File: src/rtl/parking_gate_arbiter.sv
// -----------------------------------------------------------------------------
// parking_gate_arbiter
//
// Shares a single barrier gate between the entry and exit lanes of a parking
// lot. Entry requests are qualified by the password result and by the lot not
// being full; exit requests are qualified by the lot not being empty. When both
// lanes qualify in the same cycle, the lane not served last wins. The gate is
// then sequenced through OPEN (wait for the car to clear the loop sensor, or
// time out) and CLOSING (hold the gate shut before the next grant). The block
// also keeps the occupancy count.
//
// Ports:
//   clk          system clock, rising edge
//   rst          asynchronous, active-low reset
//   entry_req    car present at entry sensor (level)
//   entry_auth   password accepted for the waiting entry car (level)
//   exit_req     car present at exit sensor (level)
//   car_passed   one-cycle pulse, car has cleared the gate
//   gate_open    gate actuator command, 1 = open
//   entry_grant  one-cycle pulse, entry lane granted
//   exit_grant   one-cycle pulse, exit lane granted
//   occupancy    cars currently inside
//   full         occupancy == CAPACITY
//   empty        occupancy == 0
//   fault        one-cycle pulse on open timeout
// -----------------------------------------------------------------------------
module parking_gate_arbiter #(
    parameter int CAPACITY     = 8,
    parameter int CNT_W        = 4,
    parameter int OPEN_TIMEOUT = 20,
    parameter int CLOSE_HOLD   = 3,
    parameter int TMR_W        = 8
) (
    input  logic             clk,
    input  logic             rst,
    input  logic             entry_req,
    input  logic             entry_auth,
    input  logic             exit_req,
    input  logic             car_passed,
    output logic             gate_open,
    output logic             entry_grant,
    output logic             exit_grant,
    output logic [CNT_W-1:0] occupancy,
    output logic             full,
    output logic             empty,
    output logic             fault
);

    typedef enum logic [1:0] {
        ST_IDLE    = 2'd0,
        ST_OPEN    = 2'd1,
        ST_CLOSING = 2'd2
    } state_t;

    typedef enum logic {
        DIR_ENTRY = 1'b0,
        DIR_EXIT  = 1'b1
    } dir_t;

    localparam logic [CNT_W-1:0] CAP_C      = CNT_W'(CAPACITY);
    localparam logic [CNT_W-1:0] OCC_ZERO_C = {CNT_W{1'b0}};
    localparam logic [CNT_W-1:0] OCC_ONE_C  = CNT_W'(1);
    localparam logic [TMR_W-1:0] TMR_ZERO_C = {TMR_W{1'b0}};
    localparam logic [TMR_W-1:0] TMR_ONE_C  = TMR_W'(1);
    localparam logic [TMR_W-1:0] OPEN_LAST_C  = TMR_W'(OPEN_TIMEOUT - 1);
    localparam logic [TMR_W-1:0] CLOSE_LAST_C = TMR_W'(CLOSE_HOLD - 1);

    // Saturating occupancy step. Qualification already keeps the count in
    // range; the guard stops a stray pass from wrapping the counter.
    function automatic logic [CNT_W-1:0] occ_step(
        input logic [CNT_W-1:0] occ,
        input dir_t             dir
    );
        logic [CNT_W-1:0] res;
        res = occ;
        if (dir == DIR_ENTRY) begin
            if (occ < CAP_C) begin
                res = occ + OCC_ONE_C;
            end else begin
                res = occ;
            end
        end else begin
            if (occ > OCC_ZERO_C) begin
                res = occ - OCC_ONE_C;
            end else begin
                res = occ;
            end
        end
        return res;
    endfunction

    state_t           state_r, state_s;
    dir_t             dir_r, dir_s;
    dir_t             last_served_r, last_served_s;
    logic [TMR_W-1:0] timer_r, timer_s;
    logic [CNT_W-1:0] occ_r, occ_s;
    logic             full_r, full_s;
    logic             empty_r, empty_s;
    logic             gate_open_r, gate_open_s;
    logic             entry_grant_r, entry_grant_s;
    logic             exit_grant_r, exit_grant_s;
    logic             fault_r, fault_s;

    logic             entry_q_s;
    logic             exit_q_s;

    assign entry_q_s = entry_req & entry_auth & ~full_r;
    assign exit_q_s  = exit_req & ~empty_r;

    // Next-state, counter and output-pulse logic for the gate sequencer.
    always_comb begin
        state_s       = state_r;
        dir_s         = dir_r;
        last_served_s = last_served_r;
        timer_s       = timer_r;
        occ_s         = occ_r;
        gate_open_s   = gate_open_r;
        entry_grant_s = 1'b0;
        exit_grant_s  = 1'b0;
        fault_s       = 1'b0;

        case (state_r)
            ST_IDLE: begin
                // Entry wins when it is alone, or on a tie when exit was
                // served last.
                if (entry_q_s && (!exit_q_s || (last_served_r == DIR_EXIT))) begin
                    state_s       = ST_OPEN;
                    dir_s         = DIR_ENTRY;
                    last_served_s = DIR_ENTRY;
                    timer_s       = TMR_ZERO_C;
                    gate_open_s   = 1'b1;
                    entry_grant_s = 1'b1;
                end else if (exit_q_s) begin
                    state_s       = ST_OPEN;
                    dir_s         = DIR_EXIT;
                    last_served_s = DIR_EXIT;
                    timer_s       = TMR_ZERO_C;
                    gate_open_s   = 1'b1;
                    exit_grant_s  = 1'b1;
                end else begin
                    state_s     = ST_IDLE;
                    gate_open_s = 1'b0;
                end
            end

            ST_OPEN: begin
                // A pass on the last open cycle still counts as a pass.
                if (car_passed) begin
                    occ_s       = occ_step(occ_r, dir_r);
                    state_s     = ST_CLOSING;
                    timer_s     = TMR_ZERO_C;
                    gate_open_s = 1'b0;
                end else if (timer_r == OPEN_LAST_C) begin
                    state_s     = ST_CLOSING;
                    timer_s     = TMR_ZERO_C;
                    gate_open_s = 1'b0;
                    fault_s     = 1'b1;
                end else begin
                    timer_s     = timer_r + TMR_ONE_C;
                    gate_open_s = 1'b1;
                end
            end

            ST_CLOSING: begin
                gate_open_s = 1'b0;
                if (timer_r == CLOSE_LAST_C) begin
                    state_s = ST_IDLE;
                    timer_s = TMR_ZERO_C;
                end else begin
                    timer_s = timer_r + TMR_ONE_C;
                end
            end

            default: begin
                state_s     = ST_IDLE;
                timer_s     = TMR_ZERO_C;
                gate_open_s = 1'b0;
            end
        endcase

        // Flags track the value the counter is about to take.
        full_s  = (occ_s == CAP_C);
        empty_s = (occ_s == OCC_ZERO_C);
    end

    // State, counter and registered-output update with asynchronous reset.
    always_ff @(posedge clk or negedge rst) begin
        if (!rst) begin
            state_r       <= ST_IDLE;
            dir_r         <= DIR_ENTRY;
            last_served_r <= DIR_EXIT;
            timer_r       <= TMR_ZERO_C;
            occ_r         <= OCC_ZERO_C;
            full_r        <= 1'b0;
            empty_r       <= 1'b1;
            gate_open_r   <= 1'b0;
            entry_grant_r <= 1'b0;
            exit_grant_r  <= 1'b0;
            fault_r       <= 1'b0;
        end else begin
            state_r       <= state_s;
            dir_r         <= dir_s;
            last_served_r <= last_served_s;
            timer_r       <= timer_s;
            occ_r         <= occ_s;
            full_r        <= full_s;
            empty_r       <= empty_s;
            gate_open_r   <= gate_open_s;
            entry_grant_r <= entry_grant_s;
            exit_grant_r  <= exit_grant_s;
            fault_r       <= fault_s;
        end
    end

    assign gate_open   = gate_open_r;
    assign entry_grant = entry_grant_r;
    assign exit_grant  = exit_grant_r;
    assign occupancy   = occ_r;
    assign full        = full_r;
    assign empty       = empty_r;
    assign fault       = fault_r;

endmodule

File: config.mk
export PLATFORM = sky130hd
export DESIGN_NAME = parking_gate_arbiter
export DESIGN_NICKNAME = d
export VERILOG_FILES = /design/src/rtl/parking_gate_arbiter.sv
export SDC_FILE = /design/constraint.sdc
export NUM_CORES = 1
export LEC_CHECK = 0
export CORE_ASPECT_RATIO = 1.2
export CORE_MARGIN = 5
export CORE_UTILIZATION = 54
export DETAILED_ROUTE_END_ITERATION = 10
export GPL_ROUTABILITY_DRIVEN = 0
export GPL_TIMING_DRIVEN = 0
export PLACE_DENSITY = 0.81
export RECOVER_POWER = 50
export SLEW_MARGIN = 20
export SYNTH_ARGS = -nofsm -noshare
export SYNTH_HDL_FRONTEND = slang
export SYNTH_SLANG_ARGS = --single-unit
File: constraint.sdc
create_clock -name clk -period 2 [get_ports clk]
set_input_delay 0.5 -clock clk [delete_from_list [all_inputs] [get_ports clk]]
set_output_delay 0.5 -clock clk [all_outputs]
set_load 0.02 [all_outputs]
# == Word-level counts from Yosys, hierarchy flattened ==
# Index checks and enable logic that the tools add are counted.
# op_classes
bitwise,5
muxes,31
n_eq_ne,8
add_sub_neg,3
order_cmp,2
n_reduce_logical,8
# op_table
operator,count
two-way mux 8 bit,5
one-hot mux 8 bit (3 select lines),1
two-way mux 4 bit,5
two-way mux 1 bit,15
"adder 8 x 1 -> 8 bit, second input constant",1
"== test 8 x 2 -> 1 bit, second input constant",1
"== test 8 x 5 -> 1 bit, second input constant",1
two-way mux 2 bit,3
"inequality test 3 bit, second input constant",2
one-hot mux 2 bit (3 select lines),1
"adder 4 x 1 -> 4 bit, second input constant",1
"== test 4 bit, second input constant",1
"> comparator 4 x 1 -> 1 bit, second input constant",1
zero test 4 bit,1
"less-than comparator 4 bit, second input constant",1
AND reduction 2 bit,2
"subtractor 4 x 1 -> 4 bit, second input constant",1
bitwise AND 1 bit,3
"== test 2 x 1 -> 1 bit, second input constant",1
"== test 2 bit, second input constant",1
zero test 2 bit,1
"inequality test 2 bit, second input constant",1
NOT 1 bit,2
one-hot mux 1 bit (2 select lines),1
other kinds (4),4
# totals
reg_bits,22
word_cells,68
inputBits,6
output_inout_bits,10

# == Longest topological paths before layout ==
# logic_depth
ltp_word,7
ltp_mapped,7
depth_no_buf,7

# == Worst setup path after synthesis ==
# No wires, ideal clock.
# synth_path
path_kind,reg-to-reg
start,"register occ_r[0], in the netlist occupancy[0]"
end,"register full_r, in the netlist full"
setup_slack_ns,0.274
setup_ns,0.124
t_arrival_ns,1.601
t_required_ns,1.876
period_less_slack_ns,1.726
path_buffers,0
stages_incl_launch_ff,8
cell_sequence,dfrtp_1 > inv_2 > ha_1 > or3b_1 > a31oi_1 > nor3_1 > o22ai_1 > nor2b_1
# synth_between
elab_chain_cells,6
word_cells_on_any_way,10
classes_between,add/sub (2); order compare (2); eq/ne (1); mux (5)
# synth_lines
item,line,rtl
from (decl),96,"logic [CNT_W-1:0] occ_r, occ_s;"
from (signal assigned),205,occ_r <= occ_s;
"adder 4 x 1 -> 4 bit, or another cell as far along",78,res = occ + OCC_ONE_C;
two-way mux 4 bit (on tied branches),"77, 83",
two-way mux 4 bit,76,if (dir == DIR_ENTRY) begin
two-way mux 4 bit,148,if (car_passed) begin
two-way mux 4 bit (*),122,case (state_r)
== test 4 bit (*),182,full_s = (occ_s == CAP_C);
named net full_s,97,"logic full_r, full_s;"
to (signal assigned),206,full_r <= full_s;
to (decl),97,
# The timed path passes the listed nets; every way through them passes the cells marked *.
# A chain may end at the register's enable or synchronous reset.

# == Worst setup path in the final report ==
# layout_path
start,"register empty_r, in the netlist empty"
end,output port empty
# layout_rtl
item,line,rtl
from (decl),98,"logic empty_r, empty_s;"
from (signal assigned),207,empty_r <= empty_s;
to (decl),45,"output logic empty,"
# No word-level cell between the ends.

==> out/metrics.yaml <==
via_per_inst: 5.586
clockRootBuffer: "clkbuf_4"
end_kind: "primary output"
cp_max_fo: 3
pwr-share-clk_pct: 13.1
startpoint_type: "flip-flop"
grt_use_met3_pct: 2.148
grt_pass1_vias: 970
drt-total-wl_um: 2355
switchingPower_uw: 772.3
cts_buffers: 3
required_ps: 1500
clock_sink_count: 22
h-tree-depth: 1
finalNetCount: 157
ant_nets: 0
worst_pin_slew_ps: 1144
clkSlewWorstSetupHoldPaths_ps: 120
grt_use_met1_pct: 19.17
num_antenna_cells: 0
synth.area.top_cells: "dfrtp_1 (41%), ha_1 (7.1%), dfstp_2 (4.3%)"
drt_iter0_drc: 5
hold_path.class: "input pin to asynchronous set/reset pin"
yosys.cell_types.count: 44
fp.dieW_um: 53.66
cts_tree: "built"
cap_violations: 0
syn_area_mm2: 0.001235
critical_path_class: "flip-flop to primary output"
netlist_instances: 124
fmax_ghz: 0.5134
grt_max_degree: 23
intPower_mw: 1.095
cts_buffer_depth: 2
fin_total_pwr_mw: 1.867
grt_pass1_wl_um: 4229
comb_power_share_pct: 50.9
seqPwrFrac_pct: 36.0
post-cts-setup-buffers: 0
holdWs_ps: 383.0
setup_viol: 0
ys_warn_count: 0
p_leak_nw: 0.6633
hold_viol: 0
ctsHoldBuffers: 0
slowest_delay_ps: 600
avgSynthCellArea_um2: 9.959
fin_crit_sh_pct: 97.38
route.detailed.drc: 0
cp_top_family: "buffers and inverters"
cts-resized-gates: 0
crit_slowest_cell: "clkdlybuf4s50_1"
grt_antenna_before_repair: 0
slew_headroom_pct: 23.70
status: "finished, final reports clean"
yosys_register_bits: 22
drt-wirelength-per-cell_um: 13.53
slew_violations: 0
cp_data_arrival_time_ps: 1450
synth_edf_count: 0
worstPathCellList: "clkdlybuf4s50_1"
final_common_cell: "dfrtp_1"
track_usage_pct: 16.46
io-pin-count: 16
syn_to_final_growth_pct: 18.54
skew_ps: 6.253
place_hpwl_um: 1853
synth_flop_cell: "dfrtp_1"
drtPass1Iterations: 4
synth_top_area_cell: "dfrtp_1"
vias: 972
synth_seq_area_share_pct: 44.78
drive_above_1_share_pct: 15.38
die_area_mm2: 0.003347
yosys.area.top_type_share_pct: 40.53
start_util_pct: 55.26
fin_crit_ps: 1948
critPathBufInv: 1
grt.busiest_layer: "met2"
io_buffers: 15
ys_async_sr_fraction_pct: 100.0
num_rows: 19
die_y_um: 62.39
syn_nets: 137
ir_worst_vdd_mv: 0.9607
fp.coreArea_mm2: 0.002235
clk_latency_ps: 300
netSwitchingFraction_pct: 41.37
p_per_area_mw_per_mm2: 1275
use_met2_pct: 28.83
grt_overflow: 0
rsz0062_at_grt: "false"
final_cell_mix: "dfrtp_1 (19), nand2_1 (14), clkdlybuf4s50_1 (12)"
==> state kept, by name (all words and copies together), names as in the netlist <==
register	cells
dir_r	1
empty	1
entry_grant	1
exit_grant	1
fault	1
full	1
gate_open	1
last_served_r	1
occupancy	4
state_r	2
timer_r	8
==> through the flow <==
stage                     TNS (ps)  area (µm²)  std cells  setup WS, ps  util [%]
final                            0        1464        174         52.37     65.51
after global routing             0        1464        174         1.171     65.51
after CTS                        0        1460        174         39.30     65.34
after detailed placement    -554.1        1424        170        -153.6     63.72
after global placement      -298.0        1424        170        -82.48     63.72
after floorplan                  0        1235        124         274.3         -
==> final timing paths <==
check | from | to | slack, ps | cells after the start
max in group asynchronous | rst | occupancy[3] | 860 | 1
max | empty | empty | 50 | 1
max reg2reg | timer_r[0] | timer_r[7] | 140 | 6
min | rst | timer_r[4] | 380 | 1
min in group clk | last_served_r | last_served_r | 480 | 2
min reg2reg | last_served_r | last_served_r | 480 | 2
==> cells in the mapped netlist, types with 2 or more instances <==
cell and count:
o22a_1 2, or3b_1 2, a31oi_2 2, o21ai_0 2, ha_1 7, a21o_1 2
or3_1 2, dfrtp_1 20, o21ai_1 4, dfstp_2 2, a21oi_1 3, nor2_1 8
nand2b_1 3, and3_1 3, a22o_1 3, nor2b_1 4, nand3_1 5, nor3_1 3
nand2_1 14, inv_1 9
==> area by class of cell <==
class                   instances  area, µm²
plain buffers                   2      12.51
clock buffers                   4      36.28
fillers                       200      770.7
inverters                      10      37.54
multi-input cells              90      640.6
flip-flops and latches         22      554.3
well taps                      31      38.79
repair buffers                 15      143.9
==> per-layer routing <==
layer | vias up | wire [µm]
li1 | 478 | -
met1 | 470 | 975
met2 | 18 | 1273
met3 | 6 | 47
met4 | 0 | 59
met5 | - | 0
==> cell families after synthesis <==
family          count (synthesis)  synth area share (%)
flops                          22                 44.78
mux                             1                0.8106
fa+ha+maj                       7                 7.092
buf+inv                        12                 4.052
simple gates                   52                 24.32
xor+xnor                        1                0.7093
compound gates                 29                 18.24
==> power groups by stage <==
stage          sequential (mW)  clock, mW  combinational, mW
6_report                 0.672      0.244              0.951
5_1_grt                  0.691      0.273               1.05
4_1_cts                  0.669      0.251              0.946
3_5_place_dp             0.677          0              0.941
3_3_place_gp             0.673          0              0.904
2_1_floorplan            0.755          0              0.558
(Power assumes the default switching activity.)
